--- config.mk ---
export PLATFORM = sky130hd
export DESIGN_NAME = uart_rx_ctrl_flat
export DESIGN_NICKNAME = d
export VERILOG_FILES = /design/src/rtl/uart_rx_ctrl_if.sv /design/src/rtl/uart_rx_ctrl.sv /design/src/flat_wrapper.sv
export SDC_FILE = /design/constraint.sdc
export NUM_CORES = 1
export LEC_CHECK = 0
export ABC_AREA = 1
export CAP_MARGIN = 25
export CORE_UTILIZATION = 45
export CTS_CLUSTER_SIZE = 20
export DETAILED_ROUTE_END_ITERATION = 10
export MAX_ROUTING_LAYER = met4
export PLACE_DENSITY = 0.68
export SLEW_MARGIN = 20
export SYNTH_ARGS = -nofsm -noshare
export SYNTH_HDL_FRONTEND = slang
export SYNTH_SLANG_ARGS = --single-unit
--- constraint.sdc ---
create_clock -name clk -period 2.36 [get_ports clk]
set_input_delay 0.708 -clock clk [delete_from_list [all_inputs] [get_ports clk]]
set_output_delay 0.708 -clock clk [all_outputs]
set_load 0.05 [all_outputs]
--- src/rtl/uart_rx_ctrl_if.sv ---
// Signal bundle between the UART RX controller and its surroundings:
// pin synchroniser, majority-vote sampler and the RX-side CDC logic.
interface uart_rx_ctrl_if #(
   parameter int unsigned DATA_W = 8
);
   logic              rx_in;
   logic [5:0]        prescalar;
   logic              par_en;
   logic              par_typ;
   logic              sampled_bit;
   logic              data_samp_en;
   logic [5:0]        edge_cnt;
   logic [DATA_W-1:0] p_data;
   logic              data_valid;
   logic              par_err;
   logic              stp_err;
   logic              busy;

   modport master (
      output rx_in, prescalar, par_en, par_typ, sampled_bit,
      input  data_samp_en, edge_cnt, p_data, data_valid, par_err, stp_err, busy
   );

   modport slave (
      input  rx_in, prescalar, par_en, par_typ, sampled_bit,
      output data_samp_en, edge_cnt, p_data, data_valid, par_err, stp_err, busy
   );
endinterface

--- src/rtl/uart_rx_ctrl.sv ---
// UART receive controller: start detection, per-bit edge counting, byte assembly,
// parity/stop checking. Define UART_RX_START_GLITCH_EN to abort on a false start bit.
module uart_rx_ctrl #(
   parameter int unsigned DATA_W = 8
) (
   input logic          clk,
   input logic          rst,
   uart_rx_ctrl_if.slave bus
);
   localparam int unsigned BIT_W = (DATA_W > 1) ? $clog2(DATA_W) : 1;
   localparam logic [BIT_W-1:0] LAST_BIT = BIT_W'(DATA_W - 1);

   typedef enum logic [2:0] {IDLE, START, DATA, PARITY, STOP} state_t;

   state_t            state, state_nxt;
   logic [5:0]        edge_cnt;
   logic [BIT_W-1:0]  bit_cnt;
   logic [DATA_W-1:0] shift;
   logic [DATA_W-1:0] p_data;
   logic [5:0]        presc_q;
   logic              par_en_q, par_typ_q, par_flag;
   logic              data_valid, par_err, stp_err;
   logic              bit_end;

   assign bit_end = (edge_cnt == presc_q - 6'd1);

   always_ff @(posedge clk) begin
      if (rst) state <= IDLE;
      else     state <= state_nxt;
   end

   always_comb begin
      state_nxt = state;
      unique case (state)
         IDLE:   if (!bus.rx_in) state_nxt = START;
         START:
            if (bit_end) begin
`ifdef UART_RX_START_GLITCH_EN
               state_nxt = bus.sampled_bit ? IDLE : DATA;
`else
               state_nxt = DATA;
`endif
            end
         DATA:   if (bit_end && bit_cnt == LAST_BIT) state_nxt = par_en_q ? PARITY : STOP;
         PARITY: if (bit_end) state_nxt = STOP;
         STOP:   if (bit_end) state_nxt = IDLE;
         default: state_nxt = IDLE;
      endcase
   end

   always_comb begin
      bus.busy         = (state != IDLE);
      bus.data_samp_en = (state != IDLE);
   end

   // The IDLE cycle that sees rx_in low is edge 0 of the start bit, hence edge_cnt <= 1.
   always_ff @(posedge clk) begin
      if (rst) begin
         edge_cnt   <= '0;
         bit_cnt    <= '0;
         shift      <= '0;
         par_flag   <= 1'b0;
         presc_q    <= '0;
         par_en_q   <= 1'b0;
         par_typ_q  <= 1'b0;
         p_data     <= '0;
         data_valid <= 1'b0;
         par_err    <= 1'b0;
         stp_err    <= 1'b0;
      end else begin
         data_valid <= 1'b0;
         par_err    <= 1'b0;
         stp_err    <= 1'b0;
         if (state == IDLE) begin
            bit_cnt <= '0;
            if (!bus.rx_in) begin
               edge_cnt  <= 6'd1;
               presc_q   <= bus.prescalar;
               par_en_q  <= bus.par_en;
               par_typ_q <= bus.par_typ;
            end else begin
               edge_cnt <= '0;
            end
         end else begin
            edge_cnt <= bit_end ? '0 : edge_cnt + 6'd1;
            if (bit_end) begin
               case (state)
                  DATA: begin
                     shift   <= {bus.sampled_bit, shift[DATA_W-1:1]};
                     bit_cnt <= (bit_cnt == LAST_BIT) ? '0 : bit_cnt + BIT_W'(1);
                  end
                  PARITY: par_flag <= (bus.sampled_bit != (par_typ_q ? ~^shift : ^shift));
                  STOP: begin
                     stp_err  <= ~bus.sampled_bit;
                     par_err  <= par_flag;
                     par_flag <= 1'b0;
                     if (bus.sampled_bit && !par_flag) begin
                        data_valid <= 1'b1;
                        p_data     <= shift;
                     end
                  end
                  default: ;
               endcase
            end
         end
      end
   end

   assign bus.edge_cnt   = edge_cnt;
   assign bus.p_data     = p_data;
   assign bus.data_valid = data_valid;
   assign bus.par_err    = par_err;
   assign bus.stp_err    = stp_err;
endmodule

--- src/flat_wrapper.sv ---
// flat-port wrapper written by rule: the top's interface ports become plain ports
module uart_rx_ctrl_flat 
#(
   parameter int unsigned DATA_W = 8
)
  (clk, rst, bus_rx_in, bus_prescalar, bus_par_en, bus_par_typ, bus_sampled_bit, bus_data_samp_en, bus_edge_cnt, bus_p_data, bus_data_valid, bus_par_err, bus_stp_err, bus_busy);
  uart_rx_ctrl_if #(.DATA_W(DATA_W)) bus_i ();
  input logic clk;
  input logic rst;
  input wire logic [$bits(bus_i.rx_in)-1:0] bus_rx_in;
  input wire logic [$bits(bus_i.prescalar)-1:0] bus_prescalar;
  input wire logic [$bits(bus_i.par_en)-1:0] bus_par_en;
  input wire logic [$bits(bus_i.par_typ)-1:0] bus_par_typ;
  input wire logic [$bits(bus_i.sampled_bit)-1:0] bus_sampled_bit;
  output wire logic [$bits(bus_i.data_samp_en)-1:0] bus_data_samp_en;
  output wire logic [$bits(bus_i.edge_cnt)-1:0] bus_edge_cnt;
  output wire logic [$bits(bus_i.p_data)-1:0] bus_p_data;
  output wire logic [$bits(bus_i.data_valid)-1:0] bus_data_valid;
  output wire logic [$bits(bus_i.par_err)-1:0] bus_par_err;
  output wire logic [$bits(bus_i.stp_err)-1:0] bus_stp_err;
  output wire logic [$bits(bus_i.busy)-1:0] bus_busy;
  assign bus_i.rx_in = bus_rx_in;
  assign bus_i.prescalar = bus_prescalar;
  assign bus_i.par_en = bus_par_en;
  assign bus_i.par_typ = bus_par_typ;
  assign bus_i.sampled_bit = bus_sampled_bit;
  assign bus_data_samp_en = bus_i.data_samp_en;
  assign bus_edge_cnt = bus_i.edge_cnt;
  assign bus_p_data = bus_i.p_data;
  assign bus_data_valid = bus_i.data_valid;
  assign bus_par_err = bus_i.par_err;
  assign bus_stp_err = bus_i.stp_err;
  assign bus_busy = bus_i.busy;
  uart_rx_ctrl #(.DATA_W(DATA_W)) u_core (.clk(clk), .rst(rst), .bus(bus_i));
endmodule
# Yosys cells after proc, flatten, opt, wreduce, memory -nomap -nowiden
# Index checks and enable logic that the tools add are counted.
# op_classes
add_sub_neg	3
eq_ne	12
muxes	14
bitwise	5
n_reduce_logical	16
# ops
operator	n
$mux 3	7
$pmux 3 s5	1
$mux 6	2
$ne 2x1->1 const B	4
$reduce_xnor 8->1	1
$reduce_xor 8->1	1
$add 6x1->6 const B	1
$eq 3x2->1 const B	2
$eq 3x3->1 const B	2
$eq 6x6->1	1
$reduce_and 3->1	2
$sub 6x1->6 const B	1
$not 1->1	5
$reduce_and 5->1	1
$reduce_and 2->1	2
$reduce_and 4->1	1
$reduce_or 4->1	1
$add 3x1->3 const B	1
$eq 3x1->1 const B	1
$logic_not 3->1	1
$mux 1	3
$reduce_bool 3->1	1
$logic_and 1x1->1	2
$ne 2x2->1 const B	1
other kinds (5)	5
# totals
ff_bits	40
in_bits	12
out_inout_bits	19
word_cells	62

# Longest topological paths before layout
# Gate-level depths: netlist of run 1.
# logic_depth
ltp_word	5
depth_mapped	15
ltp_nobuf	15

# Worst setup path after synthesis of run 1
# OpenSTA, ideal clock, no wires.
# synth_path
path_type	reg2out
startpoint	register u_core.state[0]
endpoint	output bus_data_samp_en
arrival_time_ps	1241
required_ps	1652
path_slack_ps	411
path_stages_with_launch	6
n_path_buf	1
cell_sequence	dfxtp_1 nor2_1 inv_1 nor2_1 inv_1 buf_4
# synth_between
elab_chain_cells	1
# synth_rtl
element	line_no	text
start, declared	uart_rx_ctrl.sv:15	state_t state, state_nxt;
start signal, assigned	uart_rx_ctrl.sv:29	else state <= state_nxt;
$reduce_bool 3->1	--	
end, declared	flat_wrapper.sv:15	output wire logic [$bits(bus_i.data_samp_en)-1:0] bus_data_samp_en;
# No other way between the ends.

# Worst setup path in the final report of run 1
# layout_path
startpoint	register u_core.edge_cnt[2] (netlist: u_core.bus.edge_cnt[2])
endpoint	output bus_edge_cnt[2]
# layout_lines
element	line_no	text
start, declared	uart_rx_ctrl.sv:16	logic [5:0] edge_cnt;
start signal, assigned	uart_rx_ctrl.sv:85	edge_cnt <= bit_end ? '0 : edge_cnt + 6'd1;
end, declared	flat_wrapper.sv:16	output wire logic [$bits(bus_i.edge_cnt)-1:0] bus_edge_cnt;
# No word-level cell between the ends.

==> metrics.md, run 1 <==
| Metric | Value |
|---|---|
| I/O pin total | 31 |
| Row count | 24 |
| Filler Cell Count | 446 |
| Worst-path fanout max | 5 |
| Num CTS Buffers | 5 |
| H-tree depth | 2 |
| WL/cell | 11.5 um |
| Rel. slew slack | 64.4% |
| Post-synth EDFFs | 0 |
| Clock sink total | 40 |
| Skew final | 6.07 ps |
| Syn avg cell area | 6.86 um^2 |
| TritonCTS clock tree | done |
| Die H | 70.4 um |
| GPL Wtd Cong | 0.830 |
| Synth Area in Compound Gates | 8.31% |
| Synth-to-Final Area Change | 20.0% |
| Peak Freq | 0.442 GHz |
| Syn Inst Count | 307 |
| NetSw | 1000 uW |
| Setup tns final | 0 ps |
| Slowest CP cell | clkdlybuf4s50_1 |
| Antenna diode count | 0 |
| Asr flop ratio synth | 0% |
| # hold bufs at CTS | 0 |
| Pre-CTS WS | 241 ps |
| Global route overflow | 0 |
| Tcrit/Tclk final | 95.8% |
| Hpwl dp | 3320 um |
| Final hold vios | 0 |
| CP required | 1650 ps |
| Initial antenna violation count | 0 |
| Ranking of synthesized cells by area | dfxtp_1, nand2_1, nor2_1, inv_1, a21oi_1 |
| Initial core utilization | 47.7% |
| First-pass GRT wire length | 7610 um |
| Sw Ratio | 44.1% |
| Yosys top cell by area | dfxtp_1 |
| Worst IR Drop VDD | 0.000580 V |
| Startpoint Class | flop |
| Slew Viols, Final | 0 |
| Register area share after synthesis | 38.0% |
| CTS Buffer Depth | 2 |
| GR Util All Layers | 20.1% |
| PortBufs | 30 |
| Most used DFF post-synth | dfxtp_1 |
| Post-CTS Resized | 0 |
| Root buf cell | clkbuf_8 |
| Yosys warnings | 0 |
| Number of max-cap violations | 0 |
| Final instance area | 0.00253 mm^2 |
| Mapped Nets | 323 |
| Post-synthesis simple-gate area fraction | 36.9% |
| Delay-heaviest family, CP | buffers and inverters |
| Worst setup margin | 98.4 ps |
| Vias/cell | 4.86 |
| Final nets | 356 |
| Mapped Area | 0.00211 mm^2 |
| Post-synthesis register bit count | 40 |
| Post-CTS Setup Inserts | 0 |
| Dpl cell area | 0.00245 mm^2 |
| Power per cell area | 900 mW/mm^2 |
| Top cell type's share of synthesized area | 38.0% |
| Clk pwr share | 19.4% |
| Clk slew on worst S/H paths | 80 ps |
| Largest net degree at the start of global routing | 18 |
| Vias in the first global route | 1675 |
| Internal | 1270 uW |
| WS Path Type | flop to output port |
| Distinct cell type count after synthesis | 30 |
| Adder-Cell Fraction of Synth Area | 2.38% |
| Worst path max stage delay | 830 ps |
| Logic pwr share | 44.8% |
| Fraction of layout cells with a size suffix above 1 | 10.3% |
| Slew at the pin closest to its max-slew limit | 532 ps |
| Worst-skew pair later-pin latency | 300 ps |
| Tightest Hold Check Type | flop to flop |
| Final wirelength | 4510 um |
| Post-synthesis mux area share | 0% |
| CP Cell Sequence | clkdlybuf4s50_1 |
| Core Area | 0.00441 mm^2 |
| Vias | 1907 |
| XOR/XNOR share of the synthesized area | 4.93% |
| DIE AREA | 0.00496 mm^2 |
| Seq pwr share | 35.8% |
| Largest family of logic cells by synthesized area | simple AND/OR/NAND/NOR gates |
| Commonest non-fill, non-tap cell in the layout | nand2_1 |
| Outcome | finished, final reports clean |
| ANT nets after route | 0 |
| Commonest cells after routing, fill and taps aside | nand2_1, nor2_1, dfxtp_1, inv_1, clkdlybuf4s50_1 |
| Post-route minimum period | 2260 ps |
| Leak | 0.00112 uW |
| CP bufs+invs | 1 |
| Drt drc | 0 |
| First DRT Iteration DRCs | 84 |
| Final setup fails | 0 |
| Die W | 70.4 um |
| RSZ-0062 raised after global routing | false |
| Critical Path Sink Type | output port |
| CP arrival | 1550 ps |
| DR pass1 iterations | 4 |
-- layout make-up --
class / instances / area (um^2) / area share [%]
tap: 52 / 65.1 / 2.57
sequential: 40 / 801 / 31.7
clock buffer: 5 / 68.8 / 2.72
inverter: 39 / 148 / 5.84
multi-input combinational: 220 / 1110 / 43.8
timing repair buffer: 34 / 325 / 12.9
clock inverter: 2 / 12.5 / 0.495
-- metal layers --
metal | global-route usage (%) | up-vias | routed length [um]
met1 | 26.1 | 845 | 2160
met2 | 30.5 | 35 | 2060
met4 | 7.78 | 0 | 93
met5 | - | - | 0
li1 | - | 1017 | -
met3 | 4.33 | 10 | 200
-- flip-flops by register name (all words and copies together), names as in the netlist --
signal                 flops
u_core.shift               8
u_core.presc_q             6
u_core.state               3
u_core.bus.par_err         1
u_core.bit_cnt             3
u_core.par_typ_q           1
u_core.bus.edge_cnt        6
u_core.bus.p_data          8
u_core.bus.data_valid      1
u_core.par_en_q            1
u_core.bus.stp_err         1
u_core.par_flag            1
-- worst reg2reg max path, stage by stage, from the launching register on --
cell	delay [ps]
dfxtp_1	350
inv_2	70
ha_1	310
inv_1	60
nand2_1	50
nand2_1	60
nand2_1	50
inv_1	80
nand3_2	100
nor2_4	140
nand3_1	340
nand2_1	160
a21oi_1	80
-- metrics by stage --
| step | cells | utilization [%] | power [uW] | hold WS (ps) |
|---|---|---|---|---|
| 6_report | 392 | 57.3 | 2270 | 478 |
| 5_1_grt | 392 | 57.3 | 2440 | 497 |
| 2_1_floorplan | 307 | - | 1630 | 431 |
| 4_1_cts | 392 | 57.3 | 2290 | 479 |
| 3_5_place_dp | 385 | 55.4 | 1850 | 466 |
| 3_3_place_gp | 385 | 55.4 | 1830 | 462 |
-- worst paths after layout --
| kind | start | depth (start not counted) | slack, ps | endpoint |
|---|---|---|---|---|
| worst max-delay path | u_core.bus.edge_cnt[2]$_SDFF_PP0_ | 1 | 100 | bus_edge_cnt[2] |
| worst min-delay path | u_core.bit_cnt[2]$_SDFFE_PP0P_ | 2 | 480 | u_core.bit_cnt[2]$_SDFFE_PP0P_ |
| worst max register to register | u_core.presc_q[0]$_SDFFE_PP0P_ | 12 | 410 | u_core.bit_cnt[1]$_SDFFE_PP0P_ |
| worst min register to register | u_core.bit_cnt[2]$_SDFFE_PP0P_ | 2 | 480 | u_core.bit_cnt[2]$_SDFFE_PP0P_ |
-- synth_stat cells, types with 3 or more instances --
cell type,number
a21oi_1,24
clkbuf_1,3
dfxtp_1,40
ha_1,4
inv_1,34
inv_2,3
nand2_1,83
nand2_2,4
nand3_1,23
nand3_2,4
nor2_1,41
nor2_2,3
o21ai_0,11
xnor2_1,4
xor2_1,6
-- power groups by stage --
stage	registers, uW	clock network [uW]	logic, uW
floorplan	855	0	777
detailed placement	830	0	1010
global route	828	477	1140
finish	815	441	1020
CTS	815	452	1020
global placement	830	0	1000
-- cells by family (layout without fill, tap and decap cells) --
logic type | Yosys count | in the layout
flops | 40 | 40
xor+xnor | 11 | 11
compound gates | 35 | 35
buf+inv | 47 | 80
fa+ha+maj | 4 | 4
simple gates | 170 | 170
Note: power is estimated with default switching activity, not from simulation.
==> run 2: changes to the inputs <==
--- a/config.mk
+++ b/config.mk
@@ -7,11 +7,11 @@
 export LEC_CHECK = 0
 export ABC_AREA = 1
 export CAP_MARGIN = 25
-export CORE_UTILIZATION = 45
+export CORE_UTILIZATION = 54
 export CTS_CLUSTER_SIZE = 20
 export DETAILED_ROUTE_END_ITERATION = 10
 export MAX_ROUTING_LAYER = met4
-export PLACE_DENSITY = 0.68
+export PLACE_DENSITY = 0.79
 export SLEW_MARGIN = 20
 export SYNTH_ARGS = -nofsm -noshare
 export SYNTH_HDL_FRONTEND = slang
==> run 2 against run 1 <==
  * Via count up 1.9%
  * Worst setup slack better by 3.0 ps
  * Clock power rose by 9.5%
  * Hold slack better by 2.0 ps
  * Sequential cell count is the same
  * Clock skew is 3.6 ps higher
  * Count of clock-buffer cells in the layout grew 1
  * Critical path type unchanged
  * Largest power group unchanged
==> metrics.md, run 2 (same netlist as run 1, synthesis figures left out) <==
| Metric | Value |
|---|---|
| Root buf cell | clkbuf_8 (unchanged) |
| Leak | 0.00113 uW (was 0.00112 uW) |
| TritonCTS clock tree | done (unchanged) |
| I/O pin total | 31 (unchanged) |
| First-pass GRT wire length | 7780 um (was 7610 um) |
| DIE AREA | 0.00416 mm^2 (was 0.00496 mm^2) |
| Row count | 22 (was 24) |
| CP Cell Sequence | clkdlybuf4s50_1 (unchanged) |
| Final hold vios | 0 (unchanged) |
| Die H | 64.5 um (was 70.4 um) |
| Delay-heaviest family, CP | buffers and inverters (unchanged) |
| RSZ-0062 raised after global routing | false (unchanged) |
| WL/cell | 11.4 um (was 11.5 um) |
| Final setup fails | 0 (unchanged) |
| Final nets | 356 (unchanged) |
| DR pass1 iterations | 4 (unchanged) |
| Vias in the first global route | 1816 (was 1675) |
| Clock sink total | 40 (unchanged) |
| Multi-input logic area | 0.00111 mm^2 (unchanged) |
| Post-route minimum period | 2260 ps (about the same) |
| Rel. slew slack | 65.5% (was 64.4%) |
| Critical Path Sink Type | output port (unchanged) |
| Worst path max stage delay | 830 ps (about the same) |
| Worst R2R Start | u_core.presc_q[0]$_SDFFE_PP0P_ (unchanged) |
| CP required | 1650 ps (about the same) |
| Die W | 64.5 um (was 70.4 um) |
| Vias/cell | 4.99 (was 4.86) |
| Hpwl dp | 3260 um (was 3320 um) |
| Worst Min Path Start | u_core.bit_cnt[1]$_SDFFE_PP0P_ (was u_core.bit_cnt[2]$_SDFFE_PP0P_) |
| Drt drc | 0 (unchanged) |
| Startpoint Class | flop (unchanged) |
| Peak Freq | 0.443 GHz (was 0.442 GHz) |
| First DRT Iteration DRCs | 144 (was 84) |
| WS Path Type | flop to output port (unchanged) |
| Commonest cells after routing, fill and taps aside | nand2_1, nor2_1, dfxtp_1, inv_1, clkdlybuf4s50_1 (unchanged) |
| Skew final | 9.66 ps (was 6.07 ps) |
| ANT nets after route | 0 (unchanged) |
| GPL Wtd Cong | 0.891 (was 0.830) |
| Slew at the pin closest to its max-slew limit | 515 ps (was 532 ps) |
| Commonest non-fill, non-tap cell in the layout | nand2_1 (unchanged) |
| Setup tns final | 0 ps (unchanged) |
| Post-CTS Resized | 0 (unchanged) |
| Power per cell area | 913 mW/mm^2 (was 900 mW/mm^2) |
| CP bufs+invs | 1 (unchanged) |
| Synth-to-Final Area Change | 20.5% (was 20.0%) |
| Register area | 801 um^2 (unchanged) |
| Util after Layout | 68.8% (was 57.3%) |
| Global route overflow | 0 (unchanged) |
| Filler Cell Count | 325 (was 446) |
| Final wirelength | 4430 um (was 4510 um) |
| Largest net degree at the start of global routing | 18 (unchanged) |
| Worst IR Drop VDD | 0.000637 V (was 0.000580 V) |
| Num CTS Buffers | 5 (unchanged) |
| Slew Viols, Final | 0 (unchanged) |
| CP arrival | 1550 ps (about the same) |
| Number of max-cap violations | 0 (unchanged) |
| Power, Total | 2320 uW (was 2270 uW) |
| H-tree depth | 2 (unchanged) |
| Crit path from | u_core.bus.edge_cnt[2]$_SDFF_PP0_ (unchanged) |
| Clk slew on worst S/H paths | 80 ps (about the same) |
| Fraction of layout cells with a size suffix above 1 | 10.6% (was 10.3%) |
| Vias | 1943 (was 1907) |
| PortBufs | 30 (unchanged) |
| Antenna diode count | 0 (unchanged) |
| GR Util All Layers | 24.8% (was 20.1%) |
| Post-CTS Setup Inserts | 0 (unchanged) |
| # hold bufs at CTS | 0 (unchanged) |
| Worst-skew pair later-pin latency | 300 ps (about the same) |
| Initial core utilization | 57.1% (was 47.7%) |
| Tightest Hold Check Type | flop to flop (unchanged) |
| Largest regs | u_core.bus.p_data x8, u_core.shift x8 (unchanged) |
| Core Area | 0.00369 mm^2 (was 0.00441 mm^2) |
| Tcrit/Tclk final | 95.7% (was 95.8%) |
| Slowest CP cell | clkdlybuf4s50_1 (unchanged) |
| Outcome | finished, final reports clean (unchanged) |
| Initial antenna violation count | 0 (unchanged) |
| Worst-path fanout max | 5 (unchanged) |
| CTS Buffer Depth | 2 (unchanged) |
==> run 2: cell count changes in the layout (fill, tap and decap cells not counted), sizes merged <==
cell | before | now
clkinvlp | 1 | 2
clkbuf | 5 | 6
clkinv | 3 | 2
==> run 2: final cells by class <==
type	instances	share of cell area (%)
Multi-Input combinational cell	220	43.6
Inverter	39	5.82
Clock inverter	2	0.591
Timing Repair Buffer	34	12.8
Clock buffer	6	3.25
Tap cell	48	2.37
Sequential cell	40	31.5
==> run 2: stage by stage <==
stage               setup WS [ps]  cells  instance area (um^2)  hold slack (ps)
global route                 47.0    389                  2540              513
global placement              319    381                  2440              464
finish                        101    389                  2540              480
floorplan                     411    307                  2110              431
detailed placement            254    381                  2440              467
CTS                          88.5    389                  2540              484
==> run 2: final timing paths <==
kind	endpoint	slack, ps	cells after the start
worst min register to register	u_core.bit_cnt[1]$_SDFFE_PP0P_	480	2
worst max-delay path	bus_edge_cnt[2]	100	1
worst max register to register	u_core.shift[6]$_SDFFE_PP0P_	420	12
worst min-delay path	u_core.bit_cnt[1]$_SDFFE_PP0P_	480	2
==> run 2: where the power goes <==
part	switching [uW]	internal [uW]	leakage, uW
registers	67.1	745	0.000325
logic	696	328	0.000760
clock network	247	237	0.0000434
==> run 2: routing by layer <==
metal / share of wire (%) / global-route usage, % / wire, um
met1: 49 / 31.4 / 2150
met2: 45 / 38.8 / 2000
met3: 4.7 / 5.81 / 208
met4: 1.4 / 8.61 / 62
met5: 0 / - / 0
==> run 3: changes to the inputs <==
--- a/config.mk
+++ b/config.mk
@@ -7,12 +7,12 @@
 export LEC_CHECK = 0
 export ABC_AREA = 1
 export CAP_MARGIN = 25
+export CORE_MARGIN = 4
 export CORE_UTILIZATION = 54
 export CTS_CLUSTER_SIZE = 20
 export DETAILED_ROUTE_END_ITERATION = 10
 export MAX_ROUTING_LAYER = met4
 export PLACE_DENSITY = 0.79
-export SLEW_MARGIN = 20
 export SYNTH_ARGS = -nofsm -noshare
 export SYNTH_HDL_FRONTEND = slang
 export SYNTH_SLANG_ARGS = --single-unit
==> run 3 against run 2 <==
  * Non-clock buffer count is the same
  * Wire length shrank 2.4%
  * Power shrank 0.67%
  * Worst setup slack lost 3.9 ps
  * Sequential cell count is the same
  * Clock power shrank 4%
  * Highest routed layer unchanged
  * Combinational power is essentially flat
  * Sequential power is essentially flat
==> metrics.md, run 3 (same netlist as run 1, synthesis figures left out) <==
| Metric | Value |
|---|---|
| Worst path max stage delay | 840 ps (was 830 ps) |
| Commonest cells after routing, fill and taps aside | nand2_1, nor2_1, dfxtp_1, inv_1, clkdlybuf4s50_1 (unchanged) |
| DR pass1 iterations | 4 (unchanged) |
| Power per cell area | 909 mW/mm^2 (was 913 mW/mm^2) |
| Largest regs | u_core.bus.p_data x8, u_core.shift x8 (unchanged) |
| Final nets | 356 (unchanged) |
| Vias in the first global route | 1693 (was 1816) |
| Initial antenna violation count | 0 (unchanged) |
| Post-CTS Resized | 0 (unchanged) |
| Fraction of layout cells with a size suffix above 1 | 10.6% (unchanged) |
| CP Cell Sequence | clkdlybuf4s50_1 (unchanged) |
| Slew at the pin closest to its max-slew limit | 500 ps (was 515 ps) |
| Tcrit/Tclk final | 95.9% (was 95.7%) |
| Global route overflow | 0 (unchanged) |
| Slowest CP cell | clkdlybuf4s50_1 (unchanged) |
| RSZ-0062 raised after global routing | false (unchanged) |
| Worst Min Path Start | u_core.bit_cnt[2]$_SDFFE_PP0P_ (was u_core.bit_cnt[1]$_SDFFE_PP0P_) |
| Hold_ws | 474 ps (was 480 ps) |
| Drt drc | 0 (unchanged) |
| Tightest Hold Check Type | flop to flop (unchanged) |
| Clock sink total | 40 (unchanged) |
| Synth-to-Final Area Change | 20.2% (was 20.5%) |
| ANT nets after route | 0 (unchanged) |
| Row count | 22 (unchanged) |
| Post-route minimum period | 2260 ps (about the same) |
| H-tree depth | 2 (unchanged) |
| I/O pin total | 31 (unchanged) |
| Critical Path Sink Type | output port (unchanged) |
| Worst-path fanout max | 5 (unchanged) |
| Outcome | finished, final reports clean (unchanged) |
| Hold Crit Endpoint | u_core.bit_cnt[2]$_SDFFE_PP0P_ (was u_core.bit_cnt[1]$_SDFFE_PP0P_) |
| Antenna diode count | 0 (unchanged) |
| Final wirelength | 4320 um (was 4430 um) |
| Worst R2R Path Depth | 12 (unchanged) |
| Setup tns final | 0 ps (unchanged) |
| TritonCTS clock tree | done (unchanged) |
| Crit path from | u_core.bus.edge_cnt[2]$_SDFF_PP0_ (unchanged) |
| Internal reg-to-reg setup slack | 420 ps (about the same) |
| Vias/cell | 4.84 (was 4.99) |
| Util after Layout | 68.2% (was 68.8%) |
| CTS Buffer Depth | 2 (unchanged) |
| Commonest non-fill, non-tap cell in the layout | nand2_1 (unchanged) |
| Clk slew on worst S/H paths | 80 ps (about the same) |
| Delay-heaviest family, CP | buffers and inverters (unchanged) |
| GPL Wtd Cong | 0.908 (was 0.891) |
| Number of max-cap violations | 0 (unchanged) |
| Rel. slew slack | 66.6% (was 65.5%) |
| WHS Path Cells | 2 (unchanged) |
| Die W | 70.5 um (was 64.5 um) |
| Largest net degree at the start of global routing | 18 (unchanged) |
| PortBufs | 30 (unchanged) |
| Vias | 1884 (was 1943) |
| Post-CTS Setup Inserts | 0 (unchanged) |
| # hold bufs at CTS | 0 (unchanged) |
| WS Path Type | flop to output port (unchanged) |
| Initial core utilization | 56.7% (was 57.1%) |
| RR Endpoint | u_core.shift[0]$_SDFFE_PP0P_ (was u_core.shift[6]$_SDFFE_PP0P_) |
| First DRT Iteration DRCs | 96 (was 144) |
| Peak Freq | 0.442 GHz (was 0.443 GHz) |
| CP required | 1650 ps (about the same) |
| Leak | 0.00114 uW (was 0.00113 uW) |
| Die H | 70.5 um (was 64.5 um) |
| Final hold vios | 0 (unchanged) |
| Startpoint Class | flop (unchanged) |
| Final setup fails | 0 (unchanged) |
| DIE AREA | 0.00497 mm^2 (was 0.00416 mm^2) |
| Worst-skew pair later-pin latency | 290 ps (was 300 ps) |
| Worst R2R Start | u_core.presc_q[0]$_SDFFE_PP0P_ (unchanged) |
| CP arrival | 1550 ps (about the same) |
| Worst IR Drop VDD | 0.000779 V (was 0.000637 V) |
| CP bufs+invs | 1 (unchanged) |
| First-pass GRT wire length | 7380 um (was 7780 um) |
| Num CTS Buffers | 5 (unchanged) |
| WL/cell | 11.1 um (was 11.4 um) |
| Slew Viols, Final | 0 (unchanged) |
| Root buf cell | clkbuf_8 (unchanged) |
| Core Area | 0.00372 mm^2 (was 0.00369 mm^2) |
| GR Util All Layers | 18.6% (was 24.8%) |
| Skew final | 8.10 ps (was 9.66 ps) |
| Hpwl dp | 3240 um (was 3260 um) |
[run 3: changes by cell type in the layout (fill, tap and decap cells not counted), sizes merged]
cell      change
clkinvlp      -2
clkinv        +2
[run 3: final cells by class]
type / count / area [um^2]
timing repair buffer: 34 / 325
multi-input combinational: 220 / 1110
inverter: 39 / 148
clock buffer: 6 / 82.6
fill: 323 / 1180
clock inverter: 2 / 10.0
tap: 48 / 60.1
sequential: 40 / 801
[run 3: per-stage QoR]
stage / cells / setup WS, ps / total power, uW / cell area [um^2]
after floorplan: 307 / 411 / 1630 / 2110
after detailed placement: 381 / 247 / 1840 / 2440
final: 389 / 97.5 / 2300 / 2530
after CTS: 389 / 84.7 / 2310 / 2530
after global routing: 389 / 57.6 / 2470 / 2530
after global placement: 381 / 315 / 1820 / 2440
[run 3: power breakdown]
part | total [uW] | internal, uW | switching (uW)
registers | 813 | 745 | 67.5
logic | 1030 | 328 | 697
clock network | 465 | 233 | 232
total | 2300 | 1310 | 997
[run 3: worst max-delay path by stage]
stage,endpoint,cells past startpoint
floorplan,bus_data_samp_en,5
global placement,u_core.bus.p_data[3]$_SDFFE_PP0P_,6
detailed placement,u_core.bus.p_data[4]$_SDFFE_PP0P_,6
CTS,bus_edge_cnt[2],1
global route,bus_edge_cnt[2],1
finish,bus_edge_cnt[2],1
[run 3: layer usage]
layer  vias to the layer above  GRT usage [%]  wire length (um)
met5                         -              -                 0
met4                         0           4.68                27
met3                         4           4.46               256
met2                        43           28.5              1900
met1                       820           24.8              2140
li1                       1017              -                 -
